--- config.mk ---
export PLATFORM = sky130hd
export DESIGN_NAME = vga_scan_gen
export DESIGN_NICKNAME = d
export VERILOG_FILES = /design/src/rtl/vga_scan_gen.sv
export SDC_FILE = /design/constraint.sdc
export NUM_CORES = 1
export LEC_CHECK = 0
export CORE_ASPECT_RATIO = 1.5
export CORE_MARGIN = 3
export CORE_UTILIZATION = 48
export DETAILED_ROUTE_END_ITERATION = 10
export PLACE_DENSITY = 0.73
export SYNTH_ARGS = -nofsm -noshare
export SYNTH_HDL_FRONTEND = slang
export SYNTH_SLANG_ARGS = --single-unit
--- constraint.sdc ---
create_clock -name clk -period 5.1 [get_ports clk]
set_clock_uncertainty 0.15 [all_clocks]
set_input_delay 1.02 -clock clk [delete_from_list [all_inputs] [get_ports clk]]
set_output_delay 1.02 -clock clk [all_outputs]
set_load 0.02 [all_outputs]
--- src/rtl/vga_scan_gen.sv ---
// Raster scan generator: pixel coordinates, VGA sync/blanking, line/frame markers and frame count.
// Every output is a flop loaded from the decode of the next scan position.
module vga_scan_gen #(
  parameter int unsigned H_ACTIVE = 640,
  parameter int unsigned H_FP     = 16,
  parameter int unsigned H_SYNC   = 96,
  parameter int unsigned H_BP     = 48,
  parameter int unsigned V_ACTIVE = 480,
  parameter int unsigned V_FP     = 10,
  parameter int unsigned V_SYNC   = 2,
  parameter int unsigned V_BP     = 33
) (
  input  logic       clk,
  input  logic       rst_n,
  input  logic       i_pix_en,
  output logic [9:0] o_x_cord,
  output logic [9:0] o_y_cord,
  output logic       o_hsync_n,
  output logic       o_vsync_n,
  output logic       o_active,
  output logic       o_line_start,
  output logic       o_frame_start,
  output logic [7:0] o_frame_cnt
);

  localparam int unsigned H_TOTAL = H_ACTIVE + H_FP + H_SYNC + H_BP;
  localparam int unsigned V_TOTAL = V_ACTIVE + V_FP + V_SYNC + V_BP;

  if (H_TOTAL > 1024 || V_TOTAL > 1024) begin : g_timing_check
    $error("vga_scan_gen: H_TOTAL and V_TOTAL must not exceed 1024");
  end

  localparam logic [9:0]  XLast   = 10'(H_TOTAL - 1);
  localparam logic [9:0]  YLast   = 10'(V_TOTAL - 1);
  // 11-bit bounds so a sync window ending exactly at 1024 does not truncate
  localparam logic [10:0] HAct    = 11'(H_ACTIVE);
  localparam logic [10:0] HsStart = 11'(H_ACTIVE + H_FP);
  localparam logic [10:0] HsEnd   = 11'(H_ACTIVE + H_FP + H_SYNC);
  localparam logic [10:0] VAct    = 11'(V_ACTIVE);
  localparam logic [10:0] VsStart = 11'(V_ACTIVE + V_FP);
  localparam logic [10:0] VsEnd   = 11'(V_ACTIVE + V_FP + V_SYNC);

  logic [9:0] x_q, x_d;
  logic [9:0] y_q, y_d;
  logic [7:0] cnt_q, cnt_d;
  logic       started_q, started_d;
  logic       hsync_n_q, hsync_n_d;
  logic       vsync_n_q, vsync_n_d;
  logic       active_q, active_d;
  logic       line_start_q, line_start_d;
  logic       frame_start_q, frame_start_d;
  logic [10:0] x_ext, y_ext;

  always_comb begin
    x_d       = x_q;
    y_d       = y_q;
    cnt_d     = cnt_q;
    started_d = started_q;
    if (i_pix_en) begin
      if (x_q == XLast) begin
        x_d = '0;
        if (y_q == YLast) begin
          y_d = '0;
          // The wrap out of reset enters frame 0 and is not a completed frame
          if (started_q) begin
            cnt_d = cnt_q + 8'd1;
          end
          started_d = 1'b1;
        end else begin
          y_d = y_q + 10'd1;
        end
      end else begin
        x_d = x_q + 10'd1;
      end
    end
  end

  always_comb begin
    x_ext         = {1'b0, x_d};
    y_ext         = {1'b0, y_d};
    active_d      = (x_ext < HAct) && (y_ext < VAct);
    hsync_n_d     = !((x_ext >= HsStart) && (x_ext < HsEnd));
    vsync_n_d     = !((y_ext >= VsStart) && (y_ext < VsEnd));
    line_start_d  = (x_d == 10'd0);
    frame_start_d = (x_d == 10'd0) && (y_d == 10'd0);
  end

  always_ff @(posedge clk or negedge rst_n) begin
    if (!rst_n) begin
      x_q           <= XLast;
      y_q           <= YLast;
      cnt_q         <= '0;
      started_q     <= 1'b0;
      hsync_n_q     <= 1'b1;
      vsync_n_q     <= 1'b1;
      active_q      <= 1'b0;
      line_start_q  <= 1'b0;
      frame_start_q <= 1'b0;
    end else begin
      x_q           <= x_d;
      y_q           <= y_d;
      cnt_q         <= cnt_d;
      started_q     <= started_d;
      hsync_n_q     <= hsync_n_d;
      vsync_n_q     <= vsync_n_d;
      active_q      <= active_d;
      line_start_q  <= line_start_d;
      frame_start_q <= frame_start_d;
    end
  end

  assign o_x_cord      = x_q;
  assign o_y_cord      = y_q;
  assign o_hsync_n     = hsync_n_q;
  assign o_vsync_n     = vsync_n_q;
  assign o_active      = active_q;
  assign o_line_start  = line_start_q;
  assign o_frame_start = frame_start_q;
  assign o_frame_cnt   = cnt_q;

endmodule

==> impl_results.md <==
- Die ar.: between 0.004 and 0.005 mm2
- Area grow syn2layout: 22.58%
- Tightest Pin Transition: roughly 620 ps
- Startpoint Class: primary input
- Fill cell count: between 300 and 400
- Setup crit end kind: flip-flop
- Worst hold path endpoint: started_q
- Post-synth EDFFs: 0
- Core Region: between 0.003 and 0.004 mm2
- # resized after CTS: 0
- Most used cell, CP: nor3_2
- Root Driver: clkbuf_8
- Pleak: ~1.0 nW
- Final Hold Fails: 0
- Fmax: around 290 MHz
- Grt total ovfl: 0
- Clock Tree Buf Depth: 2
- Mapped Area: around 0.0019 mm2
- Setup TNS: 0 ps
- CP max FO: 15
- Final period util: 0.6652
- CP arrival: ~3400 ps
- Flops & latches, synth: 34
- RSZ-0062 raised after global routing: no
- CP max stage cell: clkdlybuf4s50_1
- R2r startpoint: o_x_cord[2]
- WL per Instance: between 15 and 20 um
- DR vias/cell: approximately 6.3
- Diodes inserted: 0
- Top-count cell post-synth: dfrtp_1
- Slew HR: 0.5813
- Worst hold start: started_q
- Via Count: ~1600
- Vias in the first global route: roughly 1600
- Max-slew violations: 0
- Die span in y: roughly 84 um
- Clock sink total: 34
- Max_cap viols: 0
- Post-route insts no fill: 262
- Reg2reg path depth: 6
- Pin count of the biggest net entering global routing: 35
- Antenna violations before repair: 0
- I/O pin count: 36
- Hold_buf cts: 0
- # Post-CTS Setup Buffers: 0
- P_int: about 0.50 mW
- DR iter-0 viols: 58
- TritonCTS clock tree: done
- Comb pwr share: 0.254
- Flop pwr share: 0.478
- TritonCTS Buffers: 5
- Die width: approximately 58 um
- Clk slew on worst S/H paths: 70 ps
- R2R Path End: o_frame_start
- Hpwl dp: about 3200 um
- Synth cell types: 54
- Min Tclk post-route: roughly 3400 ps
- Total wire length: between 4000 and 5000 um
- Hold depth: 1
- Ys Warns: 0
- Tot Pwr: 0.7614 mW
- Max incr delay on CP: 680 ps
- Yosys top cell area share: 0.2863
- Kind of critical path: in2reg
- Worst-path cell chain: clkdlybuf4s50_1 > nand4_1 > nor3_2 > buf_4 > and4_1 > xor2_1 > or4_1 > nor3_2
- Clk pwr share: 0.269
- Starting Density: 0.5128
- Layout Nets: roughly 230
- Max VDD drop: around 330 uV
- Layout cell share with drive strength beyond 1: 0.1416
- Gate Count Post-Synth: ~190
- Core Util, Final: 0.6286
- Net count after synthesis: between 150 and 200
- Sequential share of the synthesized area: 0.4502
- Number of cells after detailed placement: 254
- Number of port buffers: 35
- Commonest cells in the synthesized netlist: dfrtp_1, dfstp_2, nand2_1, xnor2_1
- Mean Syn Cell Area: between 10 and 15 um2
- FFs w/ async S/R, synth: 1.000
- DRC: 0
- RD Place Congestion: a little over 0.9
- First-pass DRT Iterations: 4
- Final setup viols: 0
- Clk_lat worst skew: 280 ps
- Switch Pwr: ~0.26 mW
- Reg2Reg Setup Slack: roughly 2200 ps
- First-pass GRT wire length: roughly 7600 um
- H-tree levels: 2
- Synth Flop Type: dfrtp_1
- CP Data Required Time: a little over 5000 ps
- Synth area leaders: dfrtp_1, dfstp_2, xnor2_1, xor2_1, nand4_1
- Sw frac: 0.3386
- Overall routing resource usage: 0.1962
- Antenna Nets Post-Route: 0
- Row count: 27
- Yosys top cell by area: dfrtp_1
- Hold Crit Class: reg2reg
- Pwr Density: ~320 mW/mm2
- Status: complete, no violations
-- per-stage QoR --
| stage | instance area, um2 | setup slack, ps | hold WS (ps) |
|---|---|---|---|
| finish | 2357 | 1707 | 312.4 |
| global route | 2357 | 1535 | 347.8 |
| CTS | 2357 | 1738 | 316.2 |
| detailed placement | 2266 | 1450 | 299.6 |
| global placement | 2266 | 1553 | 282.1 |
| floorplan | 1923 | 2293 | 269.8 |
-- metal layers --
metal / track usage / routed length, um / part of all wire / vias up
met1: 0.2465 / 1862 / 0.41 / 819
met3: 0.04025 / 251 / 0.056 / 8
met4: 0.07595 / 72 / 0.016 / 0
met5: 0 / 0 / 0 / -
li1: - / - / - / 756
met2: 0.3230 / 2332 / 0.52 / 60
-- worst max-delay path by stage --
stage,from,end,slack [ps]
2_1_floorplan,o_x_cord[2],o_frame_start,2290
3_3_place_gp,i_pix_en,o_frame_start,1550
3_5_place_dp,i_pix_en,o_frame_start,1450
4_1_cts,i_pix_en,o_frame_start,1740
5_1_grt,i_pix_en,o_frame_start,1530
6_report,i_pix_en,o_frame_start,1710
-- state kept, by name (all words and copies together) (netlist names) --
name	flops
o_frame_cnt	8
o_active	1
o_line_start	1
o_hsync_n	1
o_y_cord	10
started_q	1
o_x_cord	10
o_vsync_n	1
o_frame_start	1
-- cells in the final DEF, fill, tap and decap left out, types with 2 or more instances in the layout --
cell and instances:
a21o_1 2, nor3_1 2, o21ai_0 8, nor4_1 4, xnor2_1 11, nand4_1 9
nand3_1 8, a211oi_1 2, a21oi_1 3, and3_1 6, buf_4 2, o41ai_2 2
nor2b_1 2, nor3_2 2, nand2_1 12, dfrtp_1 22, ha_1 4, o311ai_0 2
o211ai_1 2, dfstp_2 12, or4_1 2, clkbuf_8 6, xor2_1 8, nor2_1 9
clkdlybuf4s50_1 35, and4_1 4, inv_1 9, o31ai_1 2, mux2_2 2
-- power by group through the flow --
stage / sequential (mW) / combinational [mW] / clock (mW)
after global routing: 0.371 / 0.209 / 0.224
final: 0.364 / 0.193 / 0.204
after detailed placement: 0.366 / 0.193 / 0
after global placement: 0.363 / 0.191 / 0
after CTS: 0.362 / 0.194 / 0.212
after floorplan: 0.357 / 0.144 / 0
-- logic make-up after synthesis --
family                     share of synthesized area
adders and majority gates                    0.02603
AOI/OAI and AO/OA                             0.1529
DFF                                           0.4502
and+or+nand+nor                               0.2101
xor gates and xnor gates                     0.08653
muxes                                        0.01692
buffers and inverters                        0.05725
-- worst max-delay path: cells and delay by family --
kind / cells / cell delay (ps)
xor gates and xnor gates: 1 / 90
buffers and inverters: 2 / 900
and+or+nand+nor: 5 / 1420
-- area by class of cell --
type / count / area (um2) / area share
Multi-Input combinational cell: 131 / 947.2 / 0.4018
Sequential cell: 34 / 865.8 / 0.3673
Timing Repair Buffer: 37 / 365.4 / 0.1550
Clock buffer: 7 / 86.33 / 0.03662
Tap cell: 43 / 53.80 / 0.02282
Inverter: 9 / 33.78 / 0.01433
Clock inverter: 1 / 5.005 / 0.002123
Power figures use the tool's default switching activity.
